--- config.mk ---
export PLATFORM = sky130hd
export DESIGN_NAME = pipe_hazard_ctrl_flat
export DESIGN_NICKNAME = d
export VERILOG_FILES = /design/src/rtl/pipe_hazard_ctrl_if.sv /design/src/rtl/pipe_hazard_ctrl.sv /design/src/flat_wrapper.sv
export SDC_FILE = /design/constraint.sdc
export NUM_CORES = 1
export LEC_CHECK = 0
export CORE_ASPECT_RATIO = 1.2
export CORE_MARGIN = 5
export CORE_UTILIZATION = 45
export CTS_CLUSTER_DIAMETER = 60
export CTS_CLUSTER_SIZE = 40
export DETAILED_ROUTE_END_ITERATION = 12
export MAX_ROUTING_LAYER = met4
export PLACE_DENSITY = 0.85
export REMOVE_ABC_BUFFERS = 1
export SLEW_MARGIN = 20
export SYNTH_ARGS = -nofsm -noshare
export SYNTH_HDL_FRONTEND = slang
export SYNTH_SLANG_ARGS = --single-unit
--- constraint.sdc ---
create_clock -name Clk -period 3.4 [get_ports Clk]
set_clock_uncertainty 0.05 [all_clocks]
set_input_delay 0.51 -clock Clk [delete_from_list [all_inputs] [get_ports Clk]]
set_output_delay 0.51 -clock Clk [all_outputs]
set_load 0.1 [all_outputs]
--- src/rtl/pipe_hazard_ctrl_if.sv ---
// Hazard-controller bundle: pipeline stage information in, stall/flush/forward controls out.
// The master modport is the pipeline datapath; the slave modport is the hazard controller.
// RegWriteE is carried so the non-forwarding build can see ALU writers sitting in EX.
interface pipe_hazard_ctrl_if #(
    parameter int REG_AW = 5,
    parameter int CNT_W  = 16
);
    logic [REG_AW-1:0] Rs1D, Rs2D;
    logic [REG_AW-1:0] Rs1E, Rs2E;
    logic [REG_AW-1:0] RdE, RdM, RdW;
    logic [1:0]        ResSrcE;
    logic              RegWriteE, RegWriteM, RegWriteW;
    logic              PCSrcE;
    logic              MemReqM, MemReadyM;
    logic              StallF, StallD, StallE, StallM;
    logic              FlushD, FlushE, FlushW;
    logic [1:0]        ForwardAE, ForwardBE;
    logic              MemErr;
    logic [CNT_W-1:0]  StallCnt;

    modport master (
        output Rs1D, Rs2D, Rs1E, Rs2E, RdE, RdM, RdW, ResSrcE,
               RegWriteE, RegWriteM, RegWriteW, PCSrcE, MemReqM, MemReadyM,
        input  StallF, StallD, StallE, StallM, FlushD, FlushE, FlushW,
               ForwardAE, ForwardBE, MemErr, StallCnt
    );

    modport slave (
        input  Rs1D, Rs2D, Rs1E, Rs2E, RdE, RdM, RdW, ResSrcE,
               RegWriteE, RegWriteM, RegWriteW, PCSrcE, MemReqM, MemReadyM,
        output StallF, StallD, StallE, StallM, FlushD, FlushE, FlushW,
               ForwardAE, ForwardBE, MemErr, StallCnt
    );
endinterface

--- src/rtl/pipe_hazard_ctrl.sv ---
// Hazard/sequencing controller for the 5-stage RISC-V pipeline.
// Stall/flush/forward controls are combinational; a RUN/MEMWAIT/ERR FSM sequences
// data-memory waits with timeout supervision, plus a saturating stall-cycle counter.
// Optional feature macro: HAZ_FWD_EN (EX-stage operand forwarding; only load-use stalls).
// Without it, every RAW dependency on EX/MEM producers stalls and forwarding stays 00.
module pipe_hazard_ctrl #(
    parameter int REG_AW      = 5,
    parameter int MEM_TIMEOUT = 15,
    parameter int CNT_W       = 16
) (
    input logic               Clk,
    input logic               Rst_n,
    pipe_hazard_ctrl_if.slave hz
);
    localparam int                WaitW     = $clog2(MEM_TIMEOUT + 1);
    localparam logic [REG_AW-1:0] RegZero   = '0;
    localparam logic [CNT_W-1:0]  CntMax    = '1;
    localparam logic [WaitW-1:0]  WaitLimit = WaitW'(MEM_TIMEOUT);
    localparam logic [WaitW-1:0]  WaitOne   = WaitW'(1);

    typedef enum logic [1:0] {
        StRun     = 2'd0,
        StMemWait = 2'd1,
        StErr     = 2'd2
    } hazState_e;

    hazState_e        stateReg, stateNext;
    logic [WaitW-1:0] waitCntReg, waitCntNext;
    logic [CNT_W-1:0] stallCntReg;
    logic             memMiss, dataHaz;
    logic             stallF, stallD, stallE, stallM;
    logic             flushD, flushE, flushW;
    logic [1:0]       fwdA, fwdB;

    assign memMiss = hz.MemReqM & ~hz.MemReadyM;

`ifdef HAZ_FWD_EN
    // With forwarding only a load in EX cannot supply its result in time.
    assign dataHaz = (hz.ResSrcE == 2'b01) && (hz.RdE != RegZero) &&
                     ((hz.RdE == hz.Rs1D) || (hz.RdE == hz.Rs2D));

    // MEM result is younger than WB, so it wins; x0 is never forwarded.
    assign fwdA = (hz.RegWriteM && (hz.RdM != RegZero) && (hz.RdM == hz.Rs1E)) ? 2'b10 :
                  (hz.RegWriteW && (hz.RdW != RegZero) && (hz.RdW == hz.Rs1E)) ? 2'b01 : 2'b00;
    assign fwdB = (hz.RegWriteM && (hz.RdM != RegZero) && (hz.RdM == hz.Rs2E)) ? 2'b10 :
                  (hz.RegWriteW && (hz.RdW != RegZero) && (hz.RdW == hz.Rs2E)) ? 2'b01 : 2'b00;

    logic unusedFwdOn;
    assign unusedFwdOn = hz.RegWriteE;
`else
    // A source register depending on a producer still in EX or MEM must wait;
    // WB needs no stall because the register file writes before it reads.
    function automatic logic rawHit(input logic [REG_AW-1:0] rs, input logic [REG_AW-1:0] rdE,
                                    input logic [REG_AW-1:0] rdM, input logic wrE,
                                    input logic wrM);
        return (rs != RegZero) && (((rs == rdE) && wrE) || ((rs == rdM) && wrM));
    endfunction

    logic writesE;
    assign writesE = (hz.ResSrcE != 2'b00) | hz.RegWriteE;
    assign dataHaz = rawHit(hz.Rs1D, hz.RdE, hz.RdM, writesE, hz.RegWriteM) |
                     rawHit(hz.Rs2D, hz.RdE, hz.RdM, writesE, hz.RegWriteM);
    assign fwdA    = 2'b00;
    assign fwdB    = 2'b00;

    logic unusedFwdOff;
    assign unusedFwdOff = ^{hz.Rs1E, hz.Rs2E, hz.RdW, hz.RegWriteW};
`endif

    // State register and memory-wait counter.
    always_ff @(posedge Clk or negedge Rst_n) begin
        if (!Rst_n) begin
            stateReg   <= StRun;
            waitCntReg <= '0;
        end else begin
            stateReg   <= stateNext;
            waitCntReg <= waitCntNext;
        end
    end

    // Next state: enter MEMWAIT on a miss, leave on ready, trap in ERR on timeout.
    always_comb begin
        stateNext   = stateReg;
        waitCntNext = waitCntReg;
        case (stateReg)
            StRun: begin
                if (memMiss) begin
                    waitCntNext = WaitOne;
                    stateNext   = (WaitOne >= WaitLimit) ? StErr : StMemWait;
                end
            end
            StMemWait: begin
                if (hz.MemReadyM) begin
                    stateNext   = StRun;
                    waitCntNext = '0;
                end else begin
                    waitCntNext = waitCntReg + 1'b1;
                    if (waitCntNext >= WaitLimit) begin
                        stateNext = StErr;
                    end
                end
            end
            default: stateNext = StErr;
        endcase
    end

    // Outputs: a pending memory access freezes everything; once ready, the RUN
    // priorities are evaluated in the same cycle so a held branch is applied then.
    always_comb begin
        stallF = 1'b0;
        stallD = 1'b0;
        stallE = 1'b0;
        stallM = 1'b0;
        flushD = 1'b0;
        flushE = 1'b0;
        flushW = 1'b0;
        if ((stateReg == StErr) || ((stateReg == StMemWait) && !hz.MemReadyM) || memMiss) begin
            stallF = 1'b1;
            stallD = 1'b1;
            stallE = 1'b1;
            stallM = 1'b1;
            flushW = 1'b1;
        end else if (hz.PCSrcE) begin
            // The instruction a hazard would stall is on the wrong path anyway.
            flushD = 1'b1;
            flushE = 1'b1;
        end else if (dataHaz) begin
            stallF = 1'b1;
            stallD = 1'b1;
            flushE = 1'b1;
        end
    end

    // Saturating count of fetch-stall cycles.
    always_ff @(posedge Clk or negedge Rst_n) begin
        if (!Rst_n) begin
            stallCntReg <= '0;
        end else if (stallF && (stallCntReg != CntMax)) begin
            stallCntReg <= stallCntReg + 1'b1;
        end
    end

    assign hz.StallF    = stallF;
    assign hz.StallD    = stallD;
    assign hz.StallE    = stallE;
    assign hz.StallM    = stallM;
    assign hz.FlushD    = flushD;
    assign hz.FlushE    = flushE;
    assign hz.FlushW    = flushW;
    assign hz.ForwardAE = fwdA;
    assign hz.ForwardBE = fwdB;
    assign hz.MemErr    = (stateReg == StErr);
    assign hz.StallCnt  = stallCntReg;
endmodule
--- src/flat_wrapper.sv ---
// flat-port wrapper written by rule: the top's interface ports become plain ports
module pipe_hazard_ctrl_flat 
#(
    parameter int REG_AW      = 5,
    parameter int MEM_TIMEOUT = 15,
    parameter int CNT_W       = 16
)
  (Clk, Rst_n, hz_Rs1D, hz_Rs2D, hz_Rs1E, hz_Rs2E, hz_RdE, hz_RdM, hz_RdW, hz_ResSrcE, hz_RegWriteE, hz_RegWriteM, hz_RegWriteW, hz_PCSrcE, hz_MemReqM, hz_MemReadyM, hz_StallF, hz_StallD, hz_StallE, hz_StallM, hz_FlushD, hz_FlushE, hz_FlushW, hz_ForwardAE, hz_ForwardBE, hz_MemErr, hz_StallCnt);
  pipe_hazard_ctrl_if #(.REG_AW(REG_AW), .CNT_W(CNT_W)) hz_i ();
  input logic Clk;
  input logic Rst_n;
  input wire logic [$bits(hz_i.Rs1D)-1:0] hz_Rs1D;
  input wire logic [$bits(hz_i.Rs2D)-1:0] hz_Rs2D;
  input wire logic [$bits(hz_i.Rs1E)-1:0] hz_Rs1E;
  input wire logic [$bits(hz_i.Rs2E)-1:0] hz_Rs2E;
  input wire logic [$bits(hz_i.RdE)-1:0] hz_RdE;
  input wire logic [$bits(hz_i.RdM)-1:0] hz_RdM;
  input wire logic [$bits(hz_i.RdW)-1:0] hz_RdW;
  input wire logic [$bits(hz_i.ResSrcE)-1:0] hz_ResSrcE;
  input wire logic [$bits(hz_i.RegWriteE)-1:0] hz_RegWriteE;
  input wire logic [$bits(hz_i.RegWriteM)-1:0] hz_RegWriteM;
  input wire logic [$bits(hz_i.RegWriteW)-1:0] hz_RegWriteW;
  input wire logic [$bits(hz_i.PCSrcE)-1:0] hz_PCSrcE;
  input wire logic [$bits(hz_i.MemReqM)-1:0] hz_MemReqM;
  input wire logic [$bits(hz_i.MemReadyM)-1:0] hz_MemReadyM;
  output wire logic [$bits(hz_i.StallF)-1:0] hz_StallF;
  output wire logic [$bits(hz_i.StallD)-1:0] hz_StallD;
  output wire logic [$bits(hz_i.StallE)-1:0] hz_StallE;
  output wire logic [$bits(hz_i.StallM)-1:0] hz_StallM;
  output wire logic [$bits(hz_i.FlushD)-1:0] hz_FlushD;
  output wire logic [$bits(hz_i.FlushE)-1:0] hz_FlushE;
  output wire logic [$bits(hz_i.FlushW)-1:0] hz_FlushW;
  output wire logic [$bits(hz_i.ForwardAE)-1:0] hz_ForwardAE;
  output wire logic [$bits(hz_i.ForwardBE)-1:0] hz_ForwardBE;
  output wire logic [$bits(hz_i.MemErr)-1:0] hz_MemErr;
  output wire logic [$bits(hz_i.StallCnt)-1:0] hz_StallCnt;
  assign hz_i.Rs1D = hz_Rs1D;
  assign hz_i.Rs2D = hz_Rs2D;
  assign hz_i.Rs1E = hz_Rs1E;
  assign hz_i.Rs2E = hz_Rs2E;
  assign hz_i.RdE = hz_RdE;
  assign hz_i.RdM = hz_RdM;
  assign hz_i.RdW = hz_RdW;
  assign hz_i.ResSrcE = hz_ResSrcE;
  assign hz_i.RegWriteE = hz_RegWriteE;
  assign hz_i.RegWriteM = hz_RegWriteM;
  assign hz_i.RegWriteW = hz_RegWriteW;
  assign hz_i.PCSrcE = hz_PCSrcE;
  assign hz_i.MemReqM = hz_MemReqM;
  assign hz_i.MemReadyM = hz_MemReadyM;
  assign hz_StallF = hz_i.StallF;
  assign hz_StallD = hz_i.StallD;
  assign hz_StallE = hz_i.StallE;
  assign hz_StallM = hz_i.StallM;
  assign hz_FlushD = hz_i.FlushD;
  assign hz_FlushE = hz_i.FlushE;
  assign hz_FlushW = hz_i.FlushW;
  assign hz_ForwardAE = hz_i.ForwardAE;
  assign hz_ForwardBE = hz_i.ForwardBE;
  assign hz_MemErr = hz_i.MemErr;
  assign hz_StallCnt = hz_i.StallCnt;
  pipe_hazard_ctrl #(.REG_AW(REG_AW), .MEM_TIMEOUT(MEM_TIMEOUT), .CNT_W(CNT_W)) u_core (.Clk(Clk), .Rst_n(Rst_n), .hz(hz_i));
endmodule
After elaboration in Yosys (flattened, before gate mapping)
Index checks and enable logic that the tools add are counted.

Input bits: 45. Output and inout bits: 28. Register bits after elaboration: 22.

Bitwise operators: 4. Mux-type cells: 15. Reduce and logical (&&, ||, !) cells: 20. $add $sub $neg: 2. Equality and inequality tests: 9. $lt $le $gt $ge: 1.

Operators with widths (number): 5-bit equality test (4); 16-bit by 1-bit adder with 16-bit output, second input constant (1); 16-bit inequality test, second input constant (1); 5-bit nonzero test (2); 1-bit logical AND (8); 1-bit 2-to-1 mux (8); 4-bit 2-to-1 mux (2); 4-bit one-hot mux with 2 select lines (1); 2-bit 2-to-1 mux (3); 4-bit by 1-bit adder with 4-bit output, second input constant (1); 4-bit greater-or-equal comparator, second input constant (1); 1-bit logical OR (4); 2-bit one-hot mux with 2 select lines (1); 2-bit AND reduction (2); 2-bit nonzero test (2); 3-bit by 2-bit inequality test with 1-bit output, second input constant (1); 2-bit by 1-bit equality test with 1-bit output, second input constant (1); 2-bit equality test, second input constant (1); 2-bit logical NOT (1); 2-bit by 1-bit inequality test with 1-bit output, second input constant (1); 1-bit OR (2); 1-bit AND (1); 1-bit logical NOT (1); 1-bit inverter (1).

Logic depth before layout (Yosys ltp)
Word-level depth: 10. Mapped depth: 8. Gate-level depth less buffers: 8.

Worst setup path before layout
No wires, ideal clock.

Path kind: register to output. Start point: reg u_core.stateReg[0]. End point: out hz_FlushE. Path slack: -745 ps. Arrival: 3585 ps. Path buffers: 1. Required time: 2840 ps. Stages on the path, launching flop included: 6. Path through: dfrtp_1 clkbuf_1 nor2_1 nor2_1 inv_1 a21oi_1.

RTL lines: from (decl) (line pipe_hazard_ctrl.sv:27) `hazState_e stateReg, stateNext;`; from (signal assigned) (line pipe_hazard_ctrl.sv:73) `stateReg <= StRun;`; from (signal assigned) (line pipe_hazard_ctrl.sv:76) `stateReg <= stateNext;`; 2-bit equality test; named net hz_MemErr (line flat_wrapper.sv:35) `output wire logic [$bits(hz_i.MemErr)-1:0] hz_MemErr;`; 1-bit logical OR (2 in series) (line pipe_hazard_ctrl.sv:117) `if ((stateReg == StErr) || ((stateReg == StMemWait) && !hz.MemReadyM) || memMiss) begin`; 1-bit 2-to-1 mux (line pipe_hazard_ctrl.sv:117); to (decl) (line flat_wrapper.sv:31) `output wire logic [$bits(hz_i.FlushE)-1:0] hz_FlushE;`.

The timed path passes the listed nets, and every way through them passes these cells.

Worst setup path in the final report
Start point: in hz_Rs1D[0]. End point: out hz_StallD.

Word-level cells in the longest chain between the ends: 8.

Ends and longest elaborated chain: from (decl) (line flat_wrapper.sv:12) `input wire logic [$bits(hz_i.Rs1D)-1:0] hz_Rs1D;`; 5-bit equality test (line pipe_hazard_ctrl.sv:56) `return (rs != RegZero) && (((rs == rdE) && wrE) || ((rs == rdM) && wrM));`; 1-bit logical AND (line pipe_hazard_ctrl.sv:56); 1-bit logical OR (line pipe_hazard_ctrl.sv:56); 1-bit logical AND (*) (line pipe_hazard_ctrl.sv:56); 1-bit OR (*) (line pipe_hazard_ctrl.sv:61) `assign dataHaz = rawHit(hz.Rs1D, hz.RdE, hz.RdM, writesE, hz.RegWriteM) |`; 1-bit 2-to-1 mux (*) (line pipe_hazard_ctrl.sv:127) `end else if (dataHaz) begin`; 1-bit 2-to-1 mux (*) (line pipe_hazard_ctrl.sv:123) `end else if (hz.PCSrcE) begin`; 1-bit 2-to-1 mux (*) (line pipe_hazard_ctrl.sv:117); to (decl) (line flat_wrapper.sv:27) `output wire logic [$bits(hz_i.StallD)-1:0] hz_StallD;`.

Mark *: on every way between the ends. The rest lies on a longest branch, timed or not.

==> impl_metrics.toml <==
[run_status]
status = "finished, final reports clean"

[yosys]
netlist_instances = 164
synth_top_family_by_area = "simple AND/OR/NAND/NOR gates"
async_flop_share = 1.00
yosysWarnings = 0
synth_flop_cell = "dfrtp_1"
synth_compound_gate_area_share = 0.174
synthMuxAreaShare = 0.0214
yosysUniqueCellTypes = 39
netlist_area_um2 = 1580
synth_edf_count = 0
synth-adder-area-share = 0.0238
avgSynthCellArea_um2 = 9.61
ys_seq_area_frac = 0.349
ys_seq_elements = 22
yosysMostFrequentCell = "dfrtp_1"
synthTopCellsByArea = "dfrtp_1 35%, xnor2_1 8.9%, xor2_1 8.3%, buf_4 3.3%, nor4_2 3.2%"
yosys.area.top_type = "dfrtp_1"
netlist_top_cells_count = "22 x dfrtp_1, 16 x xnor2_1, 15 x xor2_1, 11 x nand2_1"
synth-simple-area-share = 0.199
synth_xor_xnor_area_share = 0.172
synth_top_area_frac = 0.349

[worst_setup_path]
path_max_fanout = 3
reg2reg_setup_slack_ns = 0.83
start_kind = "input pin"
worstPathArrival_ns = 2.65
cpPeakStageDelay_ns = 0.58
path_cells = "clkdlybuf4s50_1 > or4_1 > nor2_2 > nor4_2 > o41ai_4 > nand2_1 > buf_12"
worstSetupPathType = "in -> out"
end_kind = "output pin"
slowest_stage = "or4_1"
rr_startpoint = "u_core.hz.StallCnt[0]"
cp_data_required_time_ns = 2.84
reg2reg_depth = 7
cp.buffers_inverters = 2
r2r_end = "u_core.hz.StallCnt[1]"
crit_family = "simple AND/OR/NAND/NOR gates"

[detailed_routing]
dr.first_iter.drc_count = 69
drc = 0
routed_via_density = 5.64
routed_wl_mm = 3.81
vias = 1437
drt-pass1-iter-count = 4
wire_per_inst_um = 14.9
ant_nets = 0

[grt]
grt_pass1_vias = 1429
gr-total-overflow = 0
grt_pass1_wl_mm = 6.44
grt.total_usage = 0.172
antenna_found_initial = 0
grt_max_degree = 23

[placed_design]
dp_cells = 251
dp_hpwl_mm = 2.98
port_buffers = 52
gp_congestion = 0.802

[pwr]
vdd_drop_max_uv = 406
p_per_area_nw_per_um2 = 542
leakagePower_nw = 0.943
power_mw = 1.21

[cts]
h-tree-depth = 1
cts_root_buffer = "clkbuf_8"
cts_buffers = 3
cts_sinks = 22
cts_tree = "yes"
cts.path.max_buffers = 2
insertion_delay_ns = 0.26
cts_hold_buffers = 0
post_cts_buffers = 0
cts_resized = 0
clk_transition_reported_paths_ns = 0.08

[finish]
diodes = 0
syn_to_final_growth_pct = 42.1
drive_gt1_frac = 0.133
layout.nets = 267
final_cells = 255

[sta]
slew_violations = 0
fin_crit_ns = 3.21
worstMarginPinSlew_ns = 0.993
maxSlewHeadroom = 0.336
fmaxAchievable_mhz = 311
hold_viol = 0
rsz0062_at_grt = "no"
setup_viol = 0
fin_hold_ws_ns = 0.151
fin_crit_sh = 0.945

[floorplan]
die_area_um2 = 4790
fp.dieH_um = 74.8
die_w_um = 64.0
io_pins = 73
core-area_um2 = 3370
row_count = 23
floorplan.initialDensity = 0.468

[hold_path]
hold_class = "in -> async"

[flow_run]
maxCapViolCount = 0
[area by class of cell]
type                    instances  area [µm²]
clock buffers                   4        55.1
fillers                       262        1130
inverters                       8        30.0
multi-input cells             128         946
flip-flops and latches         22         551
well taps                      37        46.3
repair buffers                 56         611
[sequential cells by signal, indices dropped and copies added, names as in the netlist]
name / cells
u_core.stateReg: 2
u_core.waitCntReg: 4
u_core.hz.StallCnt: 16
[worst reg2reg max path: stages (launching register included)]
cell and delay, ns:
dfrtp_1 0.43, ha_1 0.20, and3_1 0.19, nand3_1 0.19, or3_1 0.41, o22ai_1 0.50
a21oi_2 0.15, mux2_1 0.34
[kinds of logic after synthesis]
kind of cell | after synthesis
flip-flops | 22
adder cells (fa/ha/maj) | 3
buffers and inverters | 17
other | 1
AO/OA/AOI/OAI | 36
XOR/XNOR | 31
AND/OR/NAND/NOR | 51
multiplexers | 3
[metrics by stage]
stage	setup TNS, ns	util	setup slack [ns]	cell area [µm²]
after floorplan	-32.92	-	-2.55	1530
after global placement	0	0.650	0.238	2190
after detailed placement	0	0.650	0.197	2190
after CTS	0	0.666	0.178	2240
after global routing	0	0.665	0.0975	2240
final	0	0.665	0.186	2240
[cells in the final DEF, fill, tap and decap left out, drive strengths merged, types with 3 or more instances in the layout]
cell type,instances
a211oi,4
nand3,5
and3,5
a2111oi,6
buf,14
o21ai,6
clkdlybuf4s50,42
mux2,3
clkbuf,4
xor2,15
a21oi,8
dfrtp,22
xnor2,16
inv,8
nand2,11
a2bb2oi,4
nand4,7
nor4,5
ha,3
nor3,3
nor2,7
conb,4
[report_power, final]
group	internal, mW	leakage, nW	switching (mW)
logic	0.191	0.632	0.467
clock network	0.103	0.0288	0.0855
registers	0.306	0.282	0.0593
[worst max-delay path by stage]
stage                       startpoint   endpoint  cells after the start
floorplan           u_core.stateReg[1]  hz_FlushE                      5
CTS                         hz_Rs1D[0]  hz_StallF                      7
detailed placement          hz_Rs1D[0]  hz_StallF                      7
finish                      hz_Rs1D[0]  hz_StallD                      7
global placement            hz_Rs2D[0]  hz_StallF                      7
global route                hz_Rs1D[3]  hz_StallD                      7
[routing by layer]
metal / GRT usage / up-vias / part of all wire
met3: 0.0358 / 8 / 0.070
met1: 0.211 / 673 / 0.44
met2: 0.275 / 56 / 0.47
met4: 0.0762 / 0 / 0.018
li1: - / 700 / -
met5: - / - / 0
(Power assumes the default switching activity.)
